--- src/rtl/rs485_pkg.sv ---
// Shared RS-485 definitions: receive FSM states, packet/byte widths
// and the bit period shared by the receiver and the transmitter.
package rs485_pkg;

  localparam int RS485_PKT_W        = 16;
  localparam int RS485_BYTE_W       = 8;
  localparam int RS485_CLKS_PER_BIT = 16;

  typedef enum logic [1:0] {
    IDLE,
    START,
    DATA,
    STOP
  } rx_state_t;

endpackage

--- src/rtl/rs485_bit_sampler.sv ---
// Rx front end: 2-FF synchroniser, falling-edge detect and mid-bit tick.
// Ports: clk_i/rst_i, rx_i (raw line), restart_i (re-phase the tick),
//        rx_o (synchronised line), fall_o (falling edge), tick_o (mid-bit).
module rs485_bit_sampler #(
  parameter int CLKS_PER_BIT = 16
) (
  input  logic clk_i,
  input  logic rst_i,
  input  logic rx_i,
  input  logic restart_i,
  output logic rx_o,
  output logic fall_o,
  output logic tick_o
);

  localparam int CW = $clog2(CLKS_PER_BIT);
  localparam logic [CW-1:0] HALF = CW'(CLKS_PER_BIT / 2);
  localparam logic [CW-1:0] LAST = CW'(CLKS_PER_BIT - 1);

  // [1:0] synchroniser, [2] previous synchronised value
  logic [2:0]    sync_q;
  logic [CW-1:0] cnt_q, cnt_d;

  always_ff @(posedge clk_i or posedge rst_i) begin
    if (rst_i) begin
      sync_q <= '1;
      cnt_q  <= '0;
    end else begin
      sync_q <= {sync_q[1:0], rx_i};
      cnt_q  <= cnt_d;
    end
  end

  // Loading HALF on restart puts the first tick half a bit after
  // the start edge; later ticks follow every full bit period.
  always_comb begin
    cnt_d = cnt_q + CW'(1);
    if (restart_i)
      cnt_d = HALF;
    else if (cnt_q == LAST)
      cnt_d = '0;
  end

  assign rx_o   = sync_q[1];
  assign fall_o = sync_q[2] & ~sync_q[1];
  assign tick_o = (cnt_q == LAST);

endmodule

--- src/rtl/rs485_rx_deframer.sv ---
// RS-485 receive deframer: 8N1 bytes paired into 16-bit packets (hi first)
// and pushed into the RX FIFO. Ports: PCLK, PRESETN (async, active-high),
// Rx, Tx_Enable, fifo_full in; fifo_wr, fifo_data, frame_err, overrun,
// timeout, busy out.
module rs485_rx_deframer
  import rs485_pkg::*;
#(
  parameter int CLKS_PER_BIT = RS485_CLKS_PER_BIT,
  parameter int TIMEOUT_BITS = 24
) (
  input  logic                   PCLK,
  input  logic                   PRESETN,
  input  logic                   Rx,
  input  logic                   Tx_Enable,
  input  logic                   fifo_full,
  output logic                   fifo_wr,
  output logic [RS485_PKT_W-1:0] fifo_data,
  output logic                   frame_err,
  output logic                   overrun,
  output logic                   timeout,
  output logic                   busy
);

  localparam int TO_CYC = TIMEOUT_BITS * CLKS_PER_BIT;
  localparam int TW     = $clog2(TO_CYC + 1);
  localparam logic [TW-1:0] TO_LAST = TW'(TO_CYC - 1);

  logic rx_s, fall, tick;
  logic start_go, abort, stop_smp;

  rx_state_t state_q, state_d;

  logic [2:0]              bit_q, bit_d;
  logic [RS485_BYTE_W-1:0] sr_q, sr_d;
  logic [RS485_BYTE_W-1:0] hi_q, hi_d;
  logic                    half_q, half_d;
  logic [RS485_PKT_W-1:0]  data_q, data_d;
  logic                    pkt_q, pkt_d;
  logic                    ferr_q, ferr_d;
  logic                    to_q, to_d;
  logic [TW-1:0]           idle_q, idle_d;

  rs485_bit_sampler #(
    .CLKS_PER_BIT(CLKS_PER_BIT)
  ) u_sampler (
    .clk_i    (PCLK),
    .rst_i    (PRESETN),
    .rx_i     (Rx),
    .restart_i(start_go),
    .rx_o     (rx_s),
    .fall_o   (fall),
    .tick_o   (tick)
  );

  assign start_go = (state_q == IDLE) && fall && !Tx_Enable;
  // A frame can only begin with Tx_Enable low, so seeing it high
  // outside IDLE is exactly a rising edge during reception.
  assign abort    = (state_q != IDLE) && Tx_Enable;
  assign stop_smp = (state_q == STOP) && tick && !abort;

  always_ff @(posedge PCLK or posedge PRESETN) begin
    if (PRESETN)
      state_q <= IDLE;
    else
      state_q <= state_d;
  end

  always_comb begin
    state_d = state_q;
    if (abort) begin
      state_d = IDLE;
    end else begin
      unique case (state_q)
        IDLE:  if (start_go) state_d = START;
        START: if (tick) state_d = rx_s ? IDLE : DATA;
        DATA:  if (tick && bit_q == 3'd7) state_d = STOP;
        STOP:  if (tick) state_d = IDLE;
      endcase
    end
  end

  always_comb begin
    bit_d  = bit_q;
    sr_d   = sr_q;
    hi_d   = hi_q;
    half_d = half_q;
    data_d = data_q;
    pkt_d  = 1'b0;
    ferr_d = stop_smp && !rx_s;
    to_d   = 1'b0;
    idle_d = '0;

    if (start_go)
      bit_d = '0;
    else if (state_q == DATA && tick) begin
      bit_d = bit_q + 3'd1;
      sr_d  = {rx_s, sr_q[RS485_BYTE_W-1:1]};
    end

    if (stop_smp) begin
      if (!rx_s) begin
        half_d = 1'b0;
      end else if (half_q) begin
        data_d = {hi_q, sr_q};
        pkt_d  = 1'b1;
        half_d = 1'b0;
      end else begin
        hi_d   = sr_q;
        half_d = 1'b1;
      end
    end

    if (state_q == IDLE && half_q && !start_go) begin
      if (idle_q == TO_LAST) begin
        half_d = 1'b0;
        to_d   = 1'b1;
      end else begin
        idle_d = idle_q + TW'(1);
      end
    end
  end

  always_ff @(posedge PCLK or posedge PRESETN) begin
    if (PRESETN) begin
      bit_q  <= '0;
      sr_q   <= '0;
      hi_q   <= '0;
      half_q <= 1'b0;
      data_q <= '0;
      pkt_q  <= 1'b0;
      ferr_q <= 1'b0;
      to_q   <= 1'b0;
      idle_q <= '0;
    end else begin
      bit_q  <= bit_d;
      sr_q   <= sr_d;
      hi_q   <= hi_d;
      half_q <= half_d;
      data_q <= data_d;
      pkt_q  <= pkt_d;
      ferr_q <= ferr_d;
      to_q   <= to_d;
      idle_q <= idle_d;
    end
  end

  // The push decision uses fifo_full in the cycle the packet is offered.
  always_comb begin
    fifo_wr   = pkt_q & ~fifo_full;
    overrun   = pkt_q & fifo_full;
    fifo_data = data_q;
    frame_err = ferr_q;
    timeout   = to_q;
    busy      = (state_q != IDLE);
  end

endmodule

--- config.mk ---
export PLATFORM = sky130hd
export DESIGN_NAME = rs485_rx_deframer
export DESIGN_NICKNAME = d
export VERILOG_FILES = /design/src/rtl/rs485_pkg.sv /design/src/rtl/rs485_bit_sampler.sv /design/src/rtl/rs485_rx_deframer.sv
export SDC_FILE = /design/constraint.sdc
export NUM_CORES = 1
export LEC_CHECK = 0
export BUFFER_PORTS_ARGS = -buffer_cell sky130_fd_sc_hd__buf_4
export CAP_MARGIN = 20
export CORE_AREA = 2 2 77 87
export CTS_CLUSTER_SIZE = 24
export DETAILED_ROUTE_END_ITERATION = 6
export DIE_AREA = 0 0 79 89
export PLACE_DENSITY = 0.57
export SLEW_MARGIN = 0
export SYNTH_ARGS = -nofsm -noshare
export SYNTH_HDL_FRONTEND = slang
export SYNTH_SLANG_ARGS = --single-unit
--- constraint.sdc ---
create_clock -name PCLK -period 1.78 [get_ports PCLK]
set_input_delay 0.267 -clock PCLK [delete_from_list [all_inputs] [get_ports PCLK]]
set_output_delay 0.267 -clock PCLK [all_outputs]
set_load 0.02 [all_outputs]
# ---- Word-level counts from Yosys, hierarchy flattened
# Cells that the tools add are included.
dict set report word_totals {
  out_inout_bits 21
  wordCells 76
  inputBits 5
  ff_bits 57
}
dict set report classes {
  reduce_logical 21
  addsub 3
  n_mux 23
  bitwise_logic 7
  n_eq_ne 10
}
# operator n
set ops {}
lappend ops {{$mux W9} 2}
lappend ops {{$mux W2} 6}
lappend ops {{$ne A3 B3 Y1 const B} 4}
lappend ops {{$logic_and A1 B1 Y1} 10}
lappend ops {{$mux W1} 10}
lappend ops {{$add A9 B1 Y9 const B} 1}
lappend ops {{$eq A9 B9 Y1 const B} 1}
lappend ops {{$mux W4} 2}
lappend ops {{$pmux W2 S4} 1}
lappend ops {{$mux W3} 2}
lappend ops {{$reduce_and A3 Y1} 2}
lappend ops {{$add A4 B1 Y4 const B} 1}
lappend ops {{$eq A2 B2 Y1 const B} 2}
lappend ops {{$eq A4 B4 Y1 const B} 1}
lappend ops {{$logic_not A1 Y1} 4}
lappend ops {{$not A1 Y1} 4}
lappend ops {{$reduce_and A4 Y1} 1}
lappend ops {{$reduce_bool A2 Y1} 2}
lappend ops {{$add A3 B1 Y3 const B} 1}
lappend ops {{$and A1 B1 Y1} 3}
lappend ops {{$eq A3 B3 Y1 const B} 1}
lappend ops {{$eq A2 B1 Y1 const B} 1}
lappend ops {{$logic_not A2 Y1} 1}
lappend ops {{$reduce_and A2 Y1} 1}

# ---- Logic depth before layout (Yosys ltp)
# Gate-level depths: netlist of the first run.
dict set report logic_depth {
  word_depth 7
  depth_mapped 5
  depth_no_buf 5
}

# ---- Cells and area by module
# A second synthesis of the first run with hierarchy kept.
dict set report unflattened {
  hier_cells 187
  hier_area_um2 2356.0
}
# mod cells_per_inst n_inst area_per_inst_um2
set modules_own_cells {}
lappend modules_own_cells {rs485_rx_deframer 167 1 2085.8}
lappend modules_own_cells {rs485_bit_sampler 20 1 270.3}

# ---- Least setup slack after synthesis of the first run
# No wires, ideal clock.
dict set report synth_path {
  path_type {register to register}
  start {register u_sampler.cnt_q[0]}
  end {register hi_q[0]}
  t_arrival_ps 1652
  path_buffers 0
  path_slack_ps 4
  path_stages_with_launch 5
  cell_sequence {dfrtp_1 > ha_1 > nand3_2 > nor4b_4 > mux2_2}
}
dict set report synth_via {
  elab_chain_cells 4
}
# item line
set synth_rtl {}
lappend synth_rtl {{from (decl)} rs485_bit_sampler.sv:22} ;# logic [CW-1:0] cnt_q, cnt_d;
lappend synth_rtl {{from (signal assigned)} rs485_bit_sampler.sv:30} ;# cnt_q <= cnt_d;
lappend synth_rtl {{$eq A4 B4 Y1} rs485_bit_sampler.sv:46} ;# assign tick_o = (cnt_q == LAST);
lappend synth_rtl {{$logic_and A1 B1 Y1 (2 in series)} rs485_rx_deframer.sv:59} ;# assign stop_smp = (state_q == STOP) && tick && !abort;
lappend synth_rtl {{$reduce_and A3 Y1 (no line)} n/a}
lappend synth_rtl {{to (signal assigned)} rs485_rx_deframer.sv:137} ;# hi_q <= hi_d;
lappend synth_rtl {{to (decl)} rs485_rx_deframer.sv:35} ;# logic [RS485_BYTE_W-1:0] hi_q, hi_d;
# Every way passes these cells.
# A chain may end at the register's enable or synchronous reset.

# ---- Worst setup path in the final report of the first run
dict set report layout_path {
  start {register u_sampler.cnt_q[1]}
  end {register state_q[1]}
}
dict set report layout_via {
  elab_chain_cells 4
  elab_cells_between_ends 6
  classes_between {eq/ne (4); reduce/logical (2)}
}
# item line
set layout_rtl {}
lappend layout_rtl {{$eq A4 B4 Y1 (*)} rs485_bit_sampler.sv:46}
lappend layout_rtl {{$logic_and A1 B1 Y1} rs485_rx_deframer.sv:76} ;# DATA: if (tick && bit_q == 3'd7) state_d = STOP;
lappend layout_rtl {{$ne A3 B3 Y1 (no line)} n/a}
lappend layout_rtl {{$reduce_and A4 Y1 (no line) (*)} n/a}
lappend layout_rtl {{to (signal assigned)} rs485_rx_deframer.sv:65} ;# state_q <= state_d;
lappend layout_rtl {{to (decl)} rs485_rx_deframer.sv:31} ;# rx_state_t state_q, state_d;
# Every way passes the cells marked *; elsewhere a longest branch is shown, timed or not.

==> results by group, run 1 <==
Logic synthesis
  • Synth top area share: 0.5797
  • Post-synth EDFFs: 0
  • Largest family of logic cells by synthesized area: multiplexers
  • Syn Inst Count: around 170
  • Xor and xnor area share after synthesis: 0.01503
  • Register bit total from synthesis: between 50 and 60
  • Synthesized cell area: between 2000 and 2500 sq um
  • Post-synthesis sequential area ratio: 0.6135
  • Ys Warns: 0
  • Netlist cell types: between 40 and 50
  • Simple-gate area share of the yosys netlist: 0.1143
  • Synth top area cells: dfrtp_1, mux2_2, dfstp_2
  • Fraction of registers with async set/reset: 1.000
  • Mean Syn Cell Area: 14.04 sq um
  • Post-synthesis mux area share: 0.1594
  • Post-synthesis adder-cell area fraction: 0.02147
  • Synth area leader: dfrtp_1
  • Syn Nets: roughly 180
  • Synth Flop Type: dfrtp_1
  • Compound-Gate Fraction of Synth Area: 0.06119

Clock network
  • Clk_lat worst skew: between 300 and 400 ps
  • Setup bufs post-CTS: 0
  • Root Driver: clkbuf_8
  • CTS Sinks: 57
  • Bufs on Longest Clock Path: 2
  • CTS tree: yes
  • Number of CTS-inserted buffers: 9
  • Clk pin slew, worst setup/hold paths: approximately 60 ps
  • Depth of the CTS H-tree: 3

STA
  • Setup TNS: 0 ps
  • Highest clock rate: 599.6 MHz
  • Skew final: ~6.9 ps
  • Pins over their slew limit: 0
  • Minimum clock period: 1668 ps
  • Tcrit/Tclk final: 0.9370
  • Setup violations, final: 0
  • Final hold viol count: 0
  • Slew @ Worst Pin: just under 400 ps
  • Max_slew headroom: 0.7410

Route
  • # DRC: 0
  • Vias: 1,455
  • Iteration-0 DRC Markers: 61
  • Drt first pass iters: 4
  • Vias per cell: approximately 5
  • Post-DR wirelength/cell: between 10 and 15 um
  • Final ANT Viol Nets: 0
  • Aggregate routed wire length: slightly above 4 mm

Die
  • Initial Util: 0.3833
  • Core ar.: between 6000 and 7000 sq um
  • Die area: about 7000 sq um
  • Die height: a little under 90 um
  • Cell Rows: 30
  • Die X: about 79 um
  • # IOs: 26

Global route
  • Largest net degree at the start of global routing: 21
  • GR Overflow Total: 0
  • First-pass GRT wire length: roughly 7.3 mm
  • Gr usage total: 0.1372
  • Initial antenna violation count: 0
  • Vias in the first global route: 1,560

Worst setup path
  • Delay-heaviest family, CP: simple AND/OR/NAND/NOR gates
  • WP data arrival: 1920 ps
  • Critical path cell sequence: ha_4 > nand3_2 > buf_4 > or4_2 > a21oi_1
  • Crit path required time: between 2000 and 2500 ps
  • Startpoint types: flop
  • CP max stage delay: ~530 ps
  • Crit. End Element: flop
  • Critical path class: reg2reg
  • Max Fanout on Critical Path: 5
  • Worst Path Buf+Inv: 1
  • CP max stage cell: or4_2

Finish
  • Share of cells above drive strength 1: 0.4486
  • Fin cells: approximately 300
  • Ant diodes: 0
  • Fillers: roughly 570
  • Most common cell after layout, fill and taps aside: dfrtp_1
  • Most frequent cells in the layout: dfrtp_1, mux2_2, buf_4
  • Synth-to-layout area growth: 24.75%
  • Layout Nets: 218

Job
  • Max cap viols: 0

Power
  • Pwr/cell area: about 1000 nW/um^2
  • Peak VDD IR: around 0.00040 V
  • LEAKAGE: ~1.4 nW

Placed design
  • Port bufs: 25
  • RePlAce Congestion: between 0.7 and 0.8
  • Post-Place Cells: roughly 280
  • Dpl hpwl: between 2 and 3 mm

Min path
  • HP Class: in2reg

Outcome
  • Status: finished clean
worst register-to-register path, cell delays in order (launching register included):
cell and delay [ps]:
dfrtp_1 410, ha_4 180, nand3_2 150, buf_4 190, or4_2 530, a21oi_1 130
layer usage:
layer | part of all wire | vias up | track usage | wire, um
li1 | - | 694 | - | -
met1 | 0.43 | 731 | 0.1613 | 1774
met2 | 0.52 | 21 | 0.2257 | 2148
met3 | 0.029 | 9 | 0.04343 | 121
met4 | 0.022 | 0 | 0.07524 | 90
met5 | 0 | - | 0 | 0
cells in the mapped netlist (all sizes together), types with 2 or more instances:
cell type / number
o21ai: 6
o21a: 2
or3: 3
a21oi: 4
nand3: 5
and2: 4
buf: 2
nand2: 2
dfrtp: 54
nand3b: 2
and3: 2
inv: 5
dfstp: 3
a31oi: 2
ha: 4
nor2b: 3
nor3: 6
xnor2: 3
nor2: 4
a22o: 2
mux2: 33
layout make-up:
type / instances / area [sq um] / share of cell area
inverters: 5 / 18.77 / 0.006454
clock buffers: 11 / 141.4 / 0.04862
flip-flops and latches: 57 / 1430 / 0.4918
well taps: 80 / 100.1 / 0.03442
clock inverters: 5 / 55.05 / 0.01893
repair buffers: 34 / 282.8 / 0.09725
multi-input cells: 102 / 879.6 / 0.3025
cell families (layout without fill, tap and decap cells):
logic type      count (synthesis)  count (layout)
mux                            33              33
compound gates                 22              22
xor+xnor                        4               4
flops                          57              57
fa+ha+maj                       4               4
simple gates                   39              39
buf+inv                         7              55
power by group:
group	internal (mW)	total, mW	leakage (nW)	switching (mW)
Combinational	0.171	0.343	0.544	0.172
Sequential	1.37	1.46	0.776	0.0903
Clock	0.679	1.16	0.0953	0.485
what timing repair did:
action                                 CTS  global route
setup endpoints to repair                8            25
gates resized for setup                  1             2
hold buffers                             1             0
endpoints found under the hold margin   16             0
pin swaps                                0             1
registers in the layout, summed over array words and instances, names as in the netlist:
signal / flops
idle_q: 9
timeout: 1
frame_err: 1
half_q: 1
state_q: 2
pkt_q: 1
u_sampler.cnt_q: 4
hi_q: 8
sr_q: 8
u_sampler.sync_q: 3
fifo_data: 16
bit_q: 3
final timing paths:
kind | slack [ps] | endpoint | startpoint | depth (start not counted)
worst min register to register | 360 | u_sampler.sync_q[1]$_DFF_PP1_ | u_sampler.sync_q[0]$_DFF_PP1_ | 0
worst max-delay path | 110 | state_q[1]$_DFFE_PP0P_ | u_sampler.cnt_q[1]$_DFF_PP0_ | 5
worst min-delay path | 50 | u_sampler.sync_q[0]$_DFF_PP1_ | Rx | 1
max in group asynchronous | 650 | u_sampler.sync_q[0]$_DFF_PP1_ | PRESETN | 4
min in group asynchronous | 480 | fifo_data[0]$_DFFE_PP0P_ | PRESETN | 3
worst max register to register | 110 | state_q[1]$_DFFE_PP0P_ | u_sampler.cnt_q[1]$_DFF_PP0_ | 5
metrics by stage:
step / power (mW) / utilization / hold WS (ps) / setup WS, ps / instance area, sq um
2_1_floorplan: 1.669 / - / 271.5 / 3.776 / 2331
3_3_place_gp: 1.766 / 0.4420 / 273.7 / 76.48 / 2688
3_5_place_dp: 1.789 / 0.4420 / 284.5 / -15.88 / 2688
4_1_cts: 2.979 / 0.4761 / 27.77 / 10.68 / 2895
5_1_grt: 3.138 / 0.4782 / 25.26 / -0.1816 / 2908
6_report: 2.964 / 0.4782 / 49.12 / 112.2 / 2908
Power figures use the tool's default switching activity.
==> run 2: changes to the inputs <==
ABC_AREA = 1   (was unset)
CORE_AREA = 2 2 79 89   (was 2 2 77 87)
DIE_AREA = 0 0 81 91   (was 0 0 79 89)
==> results by group, run 2 <==
Outcome
  • Status: finished clean

STA
  • Highest clock rate: between 600 and 700 MHz
  • Hold WS: between 40 and 50 ps
  • Final hold viol count: 0
  • Setup violations, final: 0
  • Tcrit/Tclk final: 0.8258
  • Minimum clock period: 1470 ps
  • Skew final: 7.704 ps
  • Pins over their slew limit: 0
  • Slew @ Worst Pin: about 350 ps
  • Max_slew headroom: 0.7679
  • RSZ-0062 raised after global routing: no
  • Setup TNS: 0 ps

Logic synthesis
  • Synth area leader: dfrtp_1
  • Ys Warns: 0
  • Netlist cell types: 26
  • Synth Flop Type: dfrtp_1
  • Post-synthesis sequential area ratio: 0.5835
  • Commonest cells post-synth: nand2_1, dfrtp_1, o21ai_0, inv_1, nor2_1
  • Syn Inst Count: 273
  • Count leader, synth: nand2_1
  • Register bit total from synthesis: 57
  • Synthesized cell area: between 2000 and 2500 sq um
  • Synth top area share: 0.5513
  • Fraction of registers with async set/reset: 1.000
  • Mean Syn Cell Area: between 8 and 9 sq um
  • Syn Nets: between 200 and 300
  • Synth top area cells: dfrtp_1, nand2_1, o21ai_0
  • Post-synth EDFFs: 0

Route
  • Iteration-0 DRC Markers: 100
  • Drt first pass iters: 4
  • Vias: approximately 1,800
  • Final ANT Viol Nets: 0
  • Post-DR wirelength/cell: about 12 um
  • Vias per cell: roughly 4.7
  • # DRC: 0
  • Aggregate routed wire length: between 4 and 5 mm

Global route
  • Vias in the first global route: 1,820
  • First-pass GRT wire length: between 8 and 9 mm
  • Initial antenna violation count: 0
  • Largest net degree at the start of global routing: 28
  • GR met1 Demand/Resource: 0.1897
  • Top Usage Layer GRT: met2
  • Gr usage total: 0.1473
  • GR Overflow Total: 0
  • Met2 GRT Util: 0.2252
  • Met3 GRT Util: 0.03579

Min path
  • Hold path start: Rx
  • HP Class: in2reg

Die
  • Die X: approximately 81 um
  • # IOs: 26
  • Die height: 91 um
  • Cell Rows: 31
  • Die area: 7371 sq um
  • Core ar.: between 6000 and 7000 sq um
  • Initial Util: 0.3807

Finish
  • Layout Nets: approximately 320
  • Final Util: 0.4569
  • Synth-to-layout area growth: 20.01%
  • Ant diodes: 0
  • Fillers: about 660
  • Most frequent cells in the layout: nand2_1, dfrtp_1, o21ai_0
  • Max FFs per register: 16
  • Share of cells above drive strength 1: 0.1736
  • Multi-input gate area: between 800 and 900 sq um
  • Register area: roughly 1400 sq um
  • Fin area: slightly below 3000 sq um
  • Most common cell after layout, fill and taps aside: nand2_1

Power
  • Part of the power in combinational logic: 0.176
  • Reg power frac: 0.465
  • LEAKAGE: 1.571 nW
  • Pwr/cell area: between 1000 and 1500 nW/um^2
  • P_sw: between 0.9 and 1 mW
  • Internal power: approximately 2.4 mW
  • Switching part of the total: 0.2969
  • Clock power frac: 0.359
  • Peak VDD IR: ~0.00051 V

Worst setup path
  • Max Fanout on Critical Path: 19
  • Crit path required time: approximately 2000 ps
  • Critical path cell sequence: ha_1 > nand3_1 > inv_2 > nand2_4 > nor2_8 > nand2_1 > nand2_1
  • Crit. End Element: flop
  • Reg2reg start: u_sampler.cnt_q[0]$_DFF_PP0_
  • WP data arrival: between 1500 and 2000 ps
  • CP max stage delay: around 370 ps
  • Setup crit start: u_sampler.cnt_q[0]$_DFF_PP0_
  • Critical path class: reg2reg
  • CP max stage cell: dfrtp_1
  • Startpoint types: flop
  • Worst Path Buf+Inv: 1
  • Delay-heaviest family, CP: simple AND/OR/NAND/NOR gates
  • Worst path most repeated cell: nand2_1

Clock network
  • Depth of the CTS H-tree: 3
  • Post-CTS sizing: 0
  • Root Driver: clkbuf_8
  • Number of CTS-inserted buffers: 9
  • CTS Sinks: 57
  • Bufs on Longest Clock Path: 2
  • Clk_lat worst skew: ~330 ps
  • Setup bufs post-CTS: 0
  • CTS Hold Bufs: 1
  • CTS tree: yes
  • Clk pin slew, worst setup/hold paths: 60 ps

Placed design
  • Placed Area: 2736 sq um
  • Dpl hpwl: roughly 3.2 mm
  • RePlAce Congestion: 0.7424
  • Port bufs: 25

Job
  • Max cap viols: 0
-- run 2: changes by cell type after synthesis, sizes merged, moves of 4 or more --
| cell | delta |
|---|---|
| nand3 | +11 |
| nand4 | +4 |
| o21ai | +29 |
| inv | +25 |
| nor2 | +25 |
| nand2 | +78 |
| mux2 | -33 |
| and2 | -4 |
-- run 2: worst reg2reg max path, stage by stage, from the launching register on --
cell     delay [ps]
dfrtp_1         370
ha_1            190
nand3_1         120
inv_2           150
nand2_4         170
nor2_8          260
nand2_1          80
nand2_1          70
-- run 2: path summary, 6_finish.rpt --
| kind | end | slack, ps | depth (start not counted) |
|---|---|---|---|
| setup / recovery | fifo_data[7]$_DFFE_PP0P_ | 310 | 7 |
| hold reg to reg | u_sampler.sync_q[1]$_DFF_PP1_ | 360 | 0 |
| min in group asynchronous | fifo_data[13]$_DFFE_PP0P_ | 450 | 3 |
| hold / removal | u_sampler.sync_q[0]$_DFF_PP1_ | 40 | 1 |
| max in group asynchronous | u_sampler.sync_q[0]$_DFF_PP1_ | 730 | 4 |
| setup reg to reg | fifo_data[7]$_DFFE_PP0P_ | 310 | 7 |
-- run 2: cell type report --
cell class              instances  area share
flip-flops and latches         57      0.4862
clock inverters                 3     0.01361
inverters                      30     0.03828
clock buffers                  12     0.05274
well taps                      82     0.03488
repair buffers                 30     0.08167
multi-input cells             179      0.2926
-- run 2: stage by stage --
stage / setup slack [ps] / std cells / total power, mW
after global placement: 350.0 / 377 / 2.178
after global routing: 125.3 / 393 / 3.606
after floorplan: 118.3 / 273 / 2.024
after detailed placement: 289.1 / 377 / 2.193
final: 310.1 / 393 / 3.364
after CTS: 279.1 / 393 / 3.409
-- run 2: cell families after synthesis --
logic type / after synthesis / synth area share
AOI/OAI and AO/OA: 39 / 0.08065
DFF: 57 / 0.5835
and+or+nand+nor: 133 / 0.2394
buffers and inverters: 37 / 0.06534
xor gates and xnor gates: 3 / 0.01072
adders and majority gates: 4 / 0.02042
-- run 2: power by group through the flow --
stage,logic [mW],clock network [mW],registers (mW)
final,0.593,1.21,1.56
after global routing,0.708,1.31,1.59
after CTS,0.607,1.24,1.57
after detailed placement,0.607,0,1.59
after global placement,0.595,0,1.58
after floorplan,0.477,0,1.55
-- run 2: per-layer routing --
layer	routed length (um)	vias to the layer above
met4	113	0
met2	2178	31
met3	185	11
li1	-	939
met1	2119	854
met5	0	-
==> run 3: changes to the inputs <==
ABC_AREA = 0   (was 1)
CORE_AREA = 2 2 77 87   (was 2 2 79 89)
DIE_AREA = 0 0 79 89   (was 0 0 81 91)
PLACE_DENSITY = 0.55   (was 0.57)
clock period = 1.4 ns   (was 1.78 ns; I/O delays follow)
==> results by group, run 3 (same netlist as run 1, synthesis figures left out) <==
Min path
  • Cells on Worst Hold Path: 3
  • Hold path start: Tx_Enable
  • HP Class: in2reg
  • Hold endpoint: state_q[1]$_DFFE_PP0P_

Clock network
  • CTS tree: yes
  • Clk_lat worst skew: 330 ps
  • Depth of the CTS H-tree: 3
  • Number of CTS-inserted buffers: 9
  • CTS Sinks: 57
  • Bufs on Longest Clock Path: 2
  • Root Driver: clkbuf_8
  • Clk pin slew, worst setup/hold paths: 60 ps

Route
  • Iteration-0 DRC Markers: about 110
  • Post-DR wirelength/cell: ~16 um
  • Aggregate routed wire length: approximately 5.4 mm
  • Final ANT Viol Nets: 0
  • Vias: around 1,700
  • Drt first pass iters: 4
  • Vias per cell: 5.064
  • # DRC: 0

STA
  • Highest clock rate: between 600 and 700 MHz
  • Skew final: between 4 and 5 ps
  • Pins over their slew limit: 0
  • Minimum clock period: 1538 ps
  • RSZ-0062 raised after global routing: yes
  • Max_slew headroom: 0.6943
  • Setup violations, final: 36
  • Final hold viol count: 0
  • Tcrit/Tclk final: 1.099
  • Slew @ Worst Pin: roughly 460 ps
  • Worst Slack Setup Final: -138.3 ps
  • Hold WS: approximately 170 ps

Worst setup path
  • CP max stage delay: approximately 390 ps
  • Startpoint types: flop
  • Crit path required time: 1620 ps
  • R2R cell count: 6
  • CP max stage cell: dfrtp_1
  • Delay-heaviest family, CP: flip-flops
  • Reg2reg start: u_sampler.cnt_q[0]$_DFF_PP0_
  • R2r setup slk: -140 ps
  • Levels on crit path: 6
  • Critical path cell sequence: ha_4 > nand3_4 > nor3_4 > buf_12 > buf_16 > mux2_4
  • WP data arrival: approximately 1800 ps
  • R2r endpoint: fifo_data[6]$_DFFE_PP0P_
  • Critical path class: reg2reg
  • Worst Path Buf+Inv: 2
  • Max Fanout on Critical Path: 8
  • Crit. End Element: flop

Finish
  • Fillers: roughly 520
  • Ant diodes: 0
  • Share of cells above drive strength 1: 0.5870
  • Most common cell after layout, fill and taps aside: dfrtp_1
  • Synth-to-layout area growth: 49.49%
  • Layout Nets: about 250
  • Max FFs per register: 16
  • Most frequent cells in the layout: dfrtp_1, buf_4, mux2_4
  • Fin cells: roughly 330
  • Fin area: 3485 sq um

Die
  • Cell Rows: 30
  • Core ar.: 6081 sq um
  • Die X: around 79 um
  • Die height: 89 um
  • Die area: 7031 sq um
  • Initial Util: 0.3833
  • # IOs: 26

Global route
  • Largest net degree at the start of global routing: 23
  • Vias in the first global route: 1,786
  • Gr usage total: 0.1679
  • Initial antenna violation count: 0
  • First-pass GRT wire length: approximately 8.8 mm
  • GR Overflow Total: 0

Power
  • Pwr/cell area: around 1200 nW/um^2
  • LEAKAGE: ~1.6 nW
  • Total Power: 4.224 mW
  • Peak VDD IR: ~0.00067 V

Job
  • Max cap viols: 0

Outcome
  • Status: finished with violations
  • Violated checks: setup timing

Placed design
  • Post-Place Cells: just under 300
  • RePlAce Congestion: a little under 0.8
  • Port bufs: 25
  • Placed Area: roughly 2900 sq um
  • Dpl hpwl: ~3.3 mm
run 3: metrics by stage:
step             util  TNS (ps)  setup WS (ps)
2_1_floorplan       -     -5380         -248.6
3_3_place_gp   0.4751     -4397         -137.7
3_5_place_dp   0.4751     -5743         -180.4
4_1_cts        0.5385     -4470         -173.0
5_1_grt        0.5730     -6189         -214.0
6_report       0.5730     -3895         -138.3
run 3: layout make-up:
class                      instances  area, sq um  share of cell area
clock buffer                      11        141.4             0.04057
clock inverter                     5        55.05             0.01580
inverter                           5        22.52            0.006463
multi-input combinational        103         1114              0.3196
sequential                        57         1430              0.4104
tap                               80        100.1             0.02873
timing repair buffer              66        621.8              0.1785
run 3: per-layer routing:
layer  part of all wire  routed length, um  track usage
met4              0.019                100      0.09561
met3              0.028                149      0.04040
met1               0.42               2289       0.1965
met2               0.53               2851       0.2851
met5                  0                  0            0
run 3: repair_timing:
item | CTS | global route
pin swaps | 3 | 10
endpoints found under the hold margin | 13 | 0
setup buffers | 3 | 10
cloned | 2 | 1
gates resized for setup | 26 | 25
hold buffers | 2 | 0
endpoints found under the setup margin | 50 | 53
run 3: how the worst max path moves through the flow:
stage	startpoint	end	slack [ps]
finish	u_sampler.cnt_q[0]$_DFF_PP0_	fifo_data[6]$_DFFE_PP0P_	-140
global route	u_sampler.cnt_q[0]$_DFF_PP0_	hi_q[5]$_DFFE_PP0P_	-210
CTS	u_sampler.cnt_q[1]$_DFF_PP0_	state_q[1]$_DFFE_PP0P_	-170
detailed placement	u_sampler.cnt_q[0]$_DFF_PP0_	state_q[1]$_DFFE_PP0P_	-180
global placement	Tx_Enable	hi_q[2]$_DFFE_PP0P_	-140
floorplan	u_sampler.cnt_q[0]$_DFF_PP0_	hi_q[0]$_DFFE_PP0P_	-250
run 3: power breakdown:
part / leakage (nW) / switching [mW] / total, mW / internal (mW)
Sequential: 0.776 / 0.0868 / 1.82 / 1.74
Clock: 0.0953 / 0.635 / 1.50 / 0.863
Combinational: 0.764 / 0.389 / 0.901 / 0.512
Total: 1.63 / 1.11 / 4.22 / 3.11
run 3: tightest hold or removal path, delay by kind of cell:
kind,cells,cell delay (ps)
buf+inv,2,210
compound gates,1,30
